==> src/rtl/dadda_cpa_serial.sv <==
// Dadda-tree final CPA: adds sum/carry rows CHUNK bits per cycle, result valid WIDTH/CHUNK cycles after accept.
// Result is held in DONE until io_out_ready; no new rows accepted outside IDLE. Carry-out port under DADDA_CPA_COUT_EN.
module dadda_cpa_serial #(
   parameter int WIDTH = 16,
   parameter int CHUNK = 4
) (
   input  logic             clock,
   input  logic             reset,
   input  logic             io_in_valid,
   output logic             io_in_ready,
   input  logic [WIDTH-1:0] io_in_a,
   input  logic [WIDTH-1:0] io_in_b,
   output logic             io_out_valid,
   input  logic             io_out_ready,
   output logic [WIDTH-1:0] io_out_sum
`ifdef DADDA_CPA_COUT_EN
   ,
   output logic             io_out_cout
`endif
);

   localparam int NCHUNK = WIDTH / CHUNK;
   localparam int IDXW   = (NCHUNK > 1) ? $clog2(NCHUNK) : 1;

   localparam logic [1:0] IDLE = 2'd0;
   localparam logic [1:0] BUSY = 2'd1;
   localparam logic [1:0] DONE = 2'd2;

   logic [1:0]       state_q;
   logic [WIDTH-1:0] a_q;
   logic [WIDTH-1:0] b_q;
   logic [WIDTH-1:0] sum_q;
   logic             carry_q;
   logic [IDXW-1:0]  idx_q;

   logic [CHUNK-1:0] a_chunk;
   logic [CHUNK-1:0] b_chunk;
   logic [CHUNK:0]   chunk_add;
   logic             last_chunk;

   // Chunk select is a mux over constant slices so every part-select stays in range.
   always_comb begin
      a_chunk = '0;
      b_chunk = '0;
      for (int j = 0; j < NCHUNK; j++) begin
         if (idx_q == IDXW'(j)) begin
            a_chunk = a_q[j*CHUNK +: CHUNK];
            b_chunk = b_q[j*CHUNK +: CHUNK];
         end
      end
      chunk_add = {1'b0, a_chunk} + {1'b0, b_chunk} + {{CHUNK{1'b0}}, carry_q};
   end

   assign last_chunk = (idx_q == IDXW'(NCHUNK - 1));

   always_ff @(posedge clock or posedge reset) begin
      if (reset) begin
         state_q <= IDLE;
         a_q     <= '0;
         b_q     <= '0;
         sum_q   <= '0;
         carry_q <= 1'b0;
         idx_q   <= '0;
      end else begin
         case (state_q)
            IDLE: begin
               if (io_in_valid) begin
                  a_q     <= io_in_a;
                  b_q     <= io_in_b;
                  carry_q <= 1'b0;
                  idx_q   <= '0;
                  state_q <= BUSY;
               end
            end
            BUSY: begin
               for (int j = 0; j < NCHUNK; j++) begin
                  if (idx_q == IDXW'(j)) begin
                     sum_q[j*CHUNK +: CHUNK] <= chunk_add[CHUNK-1:0];
                  end
               end
               carry_q <= chunk_add[CHUNK];
               idx_q   <= idx_q + 1'b1;
               if (last_chunk) begin
                  state_q <= DONE;
               end
            end
            DONE: begin
               if (io_out_ready) begin
                  state_q <= IDLE;
               end
            end
            default: state_q <= IDLE;
         endcase
      end
   end

   // Handshake outputs come from state only, so no input-to-output path exists.
   assign io_in_ready  = (state_q == IDLE);
   assign io_out_valid = (state_q == DONE);
   assign io_out_sum   = sum_q;

`ifdef DADDA_CPA_COUT_EN
   assign io_out_cout = carry_q;
`endif

endmodule
==> config.mk <==
export PLATFORM = sky130hd
export DESIGN_NAME = dadda_cpa_serial
export DESIGN_NICKNAME = d
export VERILOG_FILES = /design/src/rtl/dadda_cpa_serial.sv
export SDC_FILE = /design/constraint.sdc
export NUM_CORES = 1
export LEC_CHECK = 0
export ABC_AREA = 1
export CORE_AREA = 2 2 75 84
export DETAILED_ROUTE_END_ITERATION = 8
export DIE_AREA = 0 0 77 86
export HOLD_SLACK_MARGIN = 0.15
export MAX_ROUTING_LAYER = met4
export PLACE_DENSITY_LB_ADDON = 0.3
export SLEW_MARGIN = 20
export SYNTH_ARGS = -nofsm -noshare
export SYNTH_HDL_FRONTEND = slang
export SYNTH_SLANG_ARGS = --single-unit
==> constraint.sdc <==
create_clock -name clock -period 2.43 [get_ports clock]
set_input_delay 0.486 -clock clock [delete_from_list [all_inputs] [get_ports clock]]
set_output_delay 0.486 -clock clock [all_outputs]
set_load 0.02 [all_outputs]
; ---- After elaboration in Yosys (flattened, before gate mapping)
; Cells that the tools add are included.
; W data, S select, Z words.
[word_totals]
ff_bits = 53
latchBits = 0
ram_bits = 0
romBits = 0
in_bits = 36
elab_cells = 46
mem_count = 0
[op_classes]
addsub = 3
mul = 0
div_mod_pow = 0
order_cmp = 0
eq_ne = 8
shift = 0
muxes = 16
bitwise = 0
reduce_logical = 10
[op_table]
columns = op, n
row1 = $mux W4, 8
row2 = $reduce_and A2 Y1, 6
row3 = $mux W2, 4
row4 = $eq A2 B2 Y1 const B, 3
row5 = $pmux W2 S3, 1
row6 = $add A4 B4 Y5, 1
row7 = $add A5 B1 Y5, 1
row8 = $eq A2 B1 Y1 const B, 2
row9 = $logic_not A2 Y1, 2
row10 = $ne A2 B2 Y1 const B, 2
row11 = $pmux W2 S2, 1
row12 = $reduce_and A3 Y1, 1
row13 = $add A2 B1 Y2 const B, 1
row14 = $ne A2 B1 Y1 const B, 1
row15 = $pmux W1 S2, 1
row16 = $reduce_bool A2 Y1, 1
row17 = $mux W1, 1

; ---- Logic depth before layout (Yosys ltp)
[depth]
word_depth = 8
ltp_mapped = 13
depth_no_buf = 13

; ---- Worst setup path after synthesis
; Ideal clock, no wire load.
[synth_timing]
path_type = register to register
from = reg idx_q[0]
to = reg sum_q[10] (netlist: io_out_sum[10])
setup_time_ns = 0.065
arrival_ns = 2.293
setup_slack_ns = 0.072
stages_incl_launch_ff = 13
cell_sequence = dfrtp_1 -> inv_1 -> ha_1 -> buf_2 -> inv_2 -> o21ai_0 -> a21o_1 -> nand2_1 -> fa_1 -> fa_1 -> xor2_1 -> nand2_1 -> nand2_1
[synth_via]
elab_chain_len = 7
[synth_lines]
columns = item, line_no
row1 = from (decl), 34  ; logic [IDXW-1:0] idx_q;
row2 = from (signal assigned), 82  ; idx_q <= idx_q + 1'b1;
row3 = $logic_not A2 Y1, 46  ; if (idx_q == IDXW'(j)) begin
row4 = $mux W4 (4 in a row), 46
row5 = $add A4 B4 Y5, 51  ; chunk_add = {1'b0, a_chunk} + {1'b0, b_chunk} + {{CHUNK{1'b0}}, carry_q};
row6 = $add A5 B1 Y5, 51
row7 = "to (signal, indexed assignment)", 78  ; sum_q[j*CHUNK +: CHUNK] <= chunk_add[CHUNK-1:0];
row8 = to (decl), 32  ; logic [WIDTH-1:0] sum_q;
; Parallel ways exist; a longest one is shown, timed or not.
; A chain may end at the register's enable or synchronous reset.

; ---- Worst setup path after layout
[layout_timing]
from = reg idx_q[0]
to = reg sum_q[1] (netlist: io_out_sum[1])
[layout_via]
elab_chain_len = 7
[layout_lines]
columns = item, line_no
row1 = $logic_not A2 Y1, 46
row2 = $mux W4 (4 in a row), 46
row3 = $add A4 B4 Y5 *, 51
row4 = $add A5 B1 Y5 *, 51
row5 = via chunk_add[1], 38  ; logic [CHUNK:0] chunk_add;
; The timed path passes the listed nets; every way through them passes the cells marked *.

==> results.md <==
* Via density at 4.66
* Post-Synthesis Cells at 301
* First-pass GRT wire length at 9590 um
* Hold Buf Count CTS at 0
* Crit. End Element: register
* Final period util at 95.8%
* CP max FO at 6
* Fraction of layout cells with a size suffix above 1 at 15.2%
* Post-DR wirelength/cell at 11.9 um
* Logic pwr share at 58.4%
* Sequential element share of the synthesized area at around 52%
* Distinct cells, synth at 23
* Layout area overhead at 32.3%
* Total track usage at about a fifth
* Pint at 2.69 mW
* FF+latch count, synth at 53
* Sw frac at 45.3%
* Setup TNS at 0 ns
* Hold Path Origin: io_out_sum[14]
* Post-DP HPWL at 4030 um
* Part of the power in registers at 32.0%
* Final min period at around 2.3 ns
* Die Height at approximately 86 um
* Fin cells at 446
* Drt first pass iters at 4
* Reg clk slew, reported paths at 0.09 ns
* RSZ-0062 raised after global routing: true
* Core area at roughly 0.0057 mm^2
* Initial antenna violation count at 0
* Hold Worst Slack at roughly 0.48 ns
* Fmax at 430 MHz
* Critical-path top delay cell: fa_2
* Power Dens Cells at 1460 mW/mm^2
* Leak pwr at 1.67 nW
* Routability cong. at 0.837
* Syn Std Cell Area at ~0.0025 mm^2
* Critical register-to-register path startpoint: idx_q[0]
* # diodes at 0
* I/O pins at 54
* DIE WIDTH at 77 um
* Sw power at 2.23 mW
* Critical Path AT at 2.56 ns
* Critical Path Most Common Cell: inv_2
* Synth warn at 0
* Hold crit path type: register to register
* Drt drc at 0
* Setup Viol. Count Final at 0
* Number of cell rows at 29
* GRT Residual Overflow at 0
* Final wirelength at 5290 um
* Setup CP Type: register to register
* Startpoint type of the worst setup path: register
* Share of total power in the clock network at 9.7%
* CP cell instances: inv_2 -> ha_4 -> inv_2 -> o21ai_0 -> a21o_1 -> nand2_1 -> fa_2 -> fa_2 -> inv_2 -> o21ai_2
* Cell count of the worst hold path at 2
* Vias in the first global route at 2139
* CTS Buf Count at 5
* Longest Clk Path Bufs at 2
* Buffers added on ports at 53
* Initial core utilization at 44.4%
* Largest net degree at the start of global routing at 34
* Clock H-tree levels at 2
* Nets at 413
* Reg2Reg Depth at 10
* DP Area at ~0.0032 mm^2
* DP Cell Count at 436
* Clock Root Buffer: clkbuf_8
* Design area at 0.00337 mm^2
* Via count at 2077
* Relative slew slack at 65.0%
* CP startpoint: idx_q[0]
* ANT nets after route at 0
* Slew @ Worst Pin at 0.524 ns
* Clock Skew at between 0.009 and 0.01 ns
* Crit path largest cell delay at between 0.5 and 0.6 ns
* Max Cap Viol at 0
* CP Data Required Time at 2.66 ns
* Status: completed
* 1st-iter DRT viols at 46
* Slew Viols, Final at 0
* Die Footprint at around 0.0066 mm^2
* VDD IR max at ~0.0006 V
* Clk sinks at 53
* Clk Latency, worst-skew pair at 0.30 ns
* Final Hold Vio Count at 0
* Syn nets at 346
* Avg Synthesized Cell Area at about 8.5 um^2
* CTS tree: built
[sequential cells by signal, indices dropped and copies added (netlist names)]
signal and count:
a_q 16, b_q 16, carry_q 1, idx_q 2, io_out_sum 16, state_q 2
[cells in the final DEF (no fill, tap or decap), drive strengths merged]
master and count:
nand2 155, dfrtp 53, nand3 7, clkbuf 7, fa 2, clkdlybuf4s50 53
inv 18, a21oi 14, nor2 12, o21ai 15, o31ai 1, clkinvlp 1
xor2 1, a21o 4, buf 15, ha 7, o211ai 4
[through the flow]
step | utilization, % | power (mW) | worst slack, ns
after floorplan | - | 3.40 | 0.0720
after global placement | 56.1 | 4.20 | 0.0239
after detailed placement | 56.1 | 4.28 | -0.114
after CTS | 58.3 | 4.86 | 0.0442
after global routing | 58.8 | 5.43 | -0.0278
final | 58.8 | 4.92 | 0.103
[what timing repair did]
item / CTS / global route
resized for setup: 6 / 10
buffers inserted: 2 / 0
gates cloned: 0 / 0
endpoints found under the setup margin: 9 / 13
[kinds of logic (layout without fill, tap and decap cells)]
logic type | after synthesis | count (layout) | share of synthesized area (%)
AO/OA/AOI/OAI | 38 | 38 | 8.94
XOR/XNOR | 1 | 1 | 0.344
flip-flops | 53 | 53 | 52.1
AND/OR/NAND/NOR | 174 | 174 | 28.3
buffers and inverters | 26 | 94 | 5.36
adder cells (fa/ha/maj) | 9 | 9 | 5.01
[synth_stat cells]
cell	instances	area share, %
nand2_1	153	23
xor2_1	1	0.34
nor2_2	2	0.49
fa_1	2	1.6
nor2_4	5	2.2
o21ai_2	4	1.4
ha_1	7	3.4
o21ai_0	7	1.4
buf_6	3	1.3
inv_1	9	1.3
o31ai_1	1	0.29
a21oi_1	14	2.8
nand2_4	2	0.88
o211ai_1	4	1.2
buf_4	3	0.88
buf_2	2	0.39
dfrtp_1	53	52
inv_2	8	1.2
nor2_1	5	0.74
inv_4	1	0.25
a21o_1	4	1.2
nand3_1	7	1.4
o21ai_1	4	0.79
[power groups by stage]
stage	clock network [mW]	registers, mW	logic [mW]
global placement	0	1.58	2.62
floorplan	0	1.66	1.74
detailed placement	0	1.58	2.70
CTS	0.492	1.57	2.80
global route	0.524	1.63	3.28
finish	0.476	1.58	2.87
[final timing paths]
check / slack [ns] / to
worst max-delay path: 0.10 / io_out_sum[1]
worst min-delay path: 0.48 / io_out_sum[14]
worst max register to register: 0.10 / io_out_sum[1]
worst min register to register: 0.48 / io_out_sum[14]
max in group asynchronous: 1.35 / idx_q[0]
min in group asynchronous: 0.54 / io_out_sum[4]
[critical path: cells and delay by family, from the launching register on]
| family | cells | cell delay (ns) |
|---|---|---|
| compound gates | 3 | 0.41 |
| fa+ha+maj | 3 | 1.08 |
| simple gates | 1 | 0.06 |
| buf+inv | 3 | 0.22 |
| flops | 1 | 0.46 |
[area by class of cell]
class | instances | area [um^2]
Inverter | 18 | 70.1
Timing Repair Buffer | 68 | 656
Sequential cell | 53 | 1330
Tap cell | 77 | 96.3
Fill cell | 547 | 2360
Multi-Input combinational cell | 222 | 1140
Clock buffer | 7 | 76.3
Clock inverter | 1 | 7.51
[metal layers]
layer  GRT usage [%]  routed length [um]  vias to the layer above  part of all wire [%]
met1            22.7                2380                      943                    45
met2            30.4                2570                       54                    48
met3            4.11                 221                       10                   4.2
met5               -                   0                        -                     0
met4            7.79                 127                        0                   2.4
li1                -                   -                     1070                     -
(Power assumes the default switching activity.)
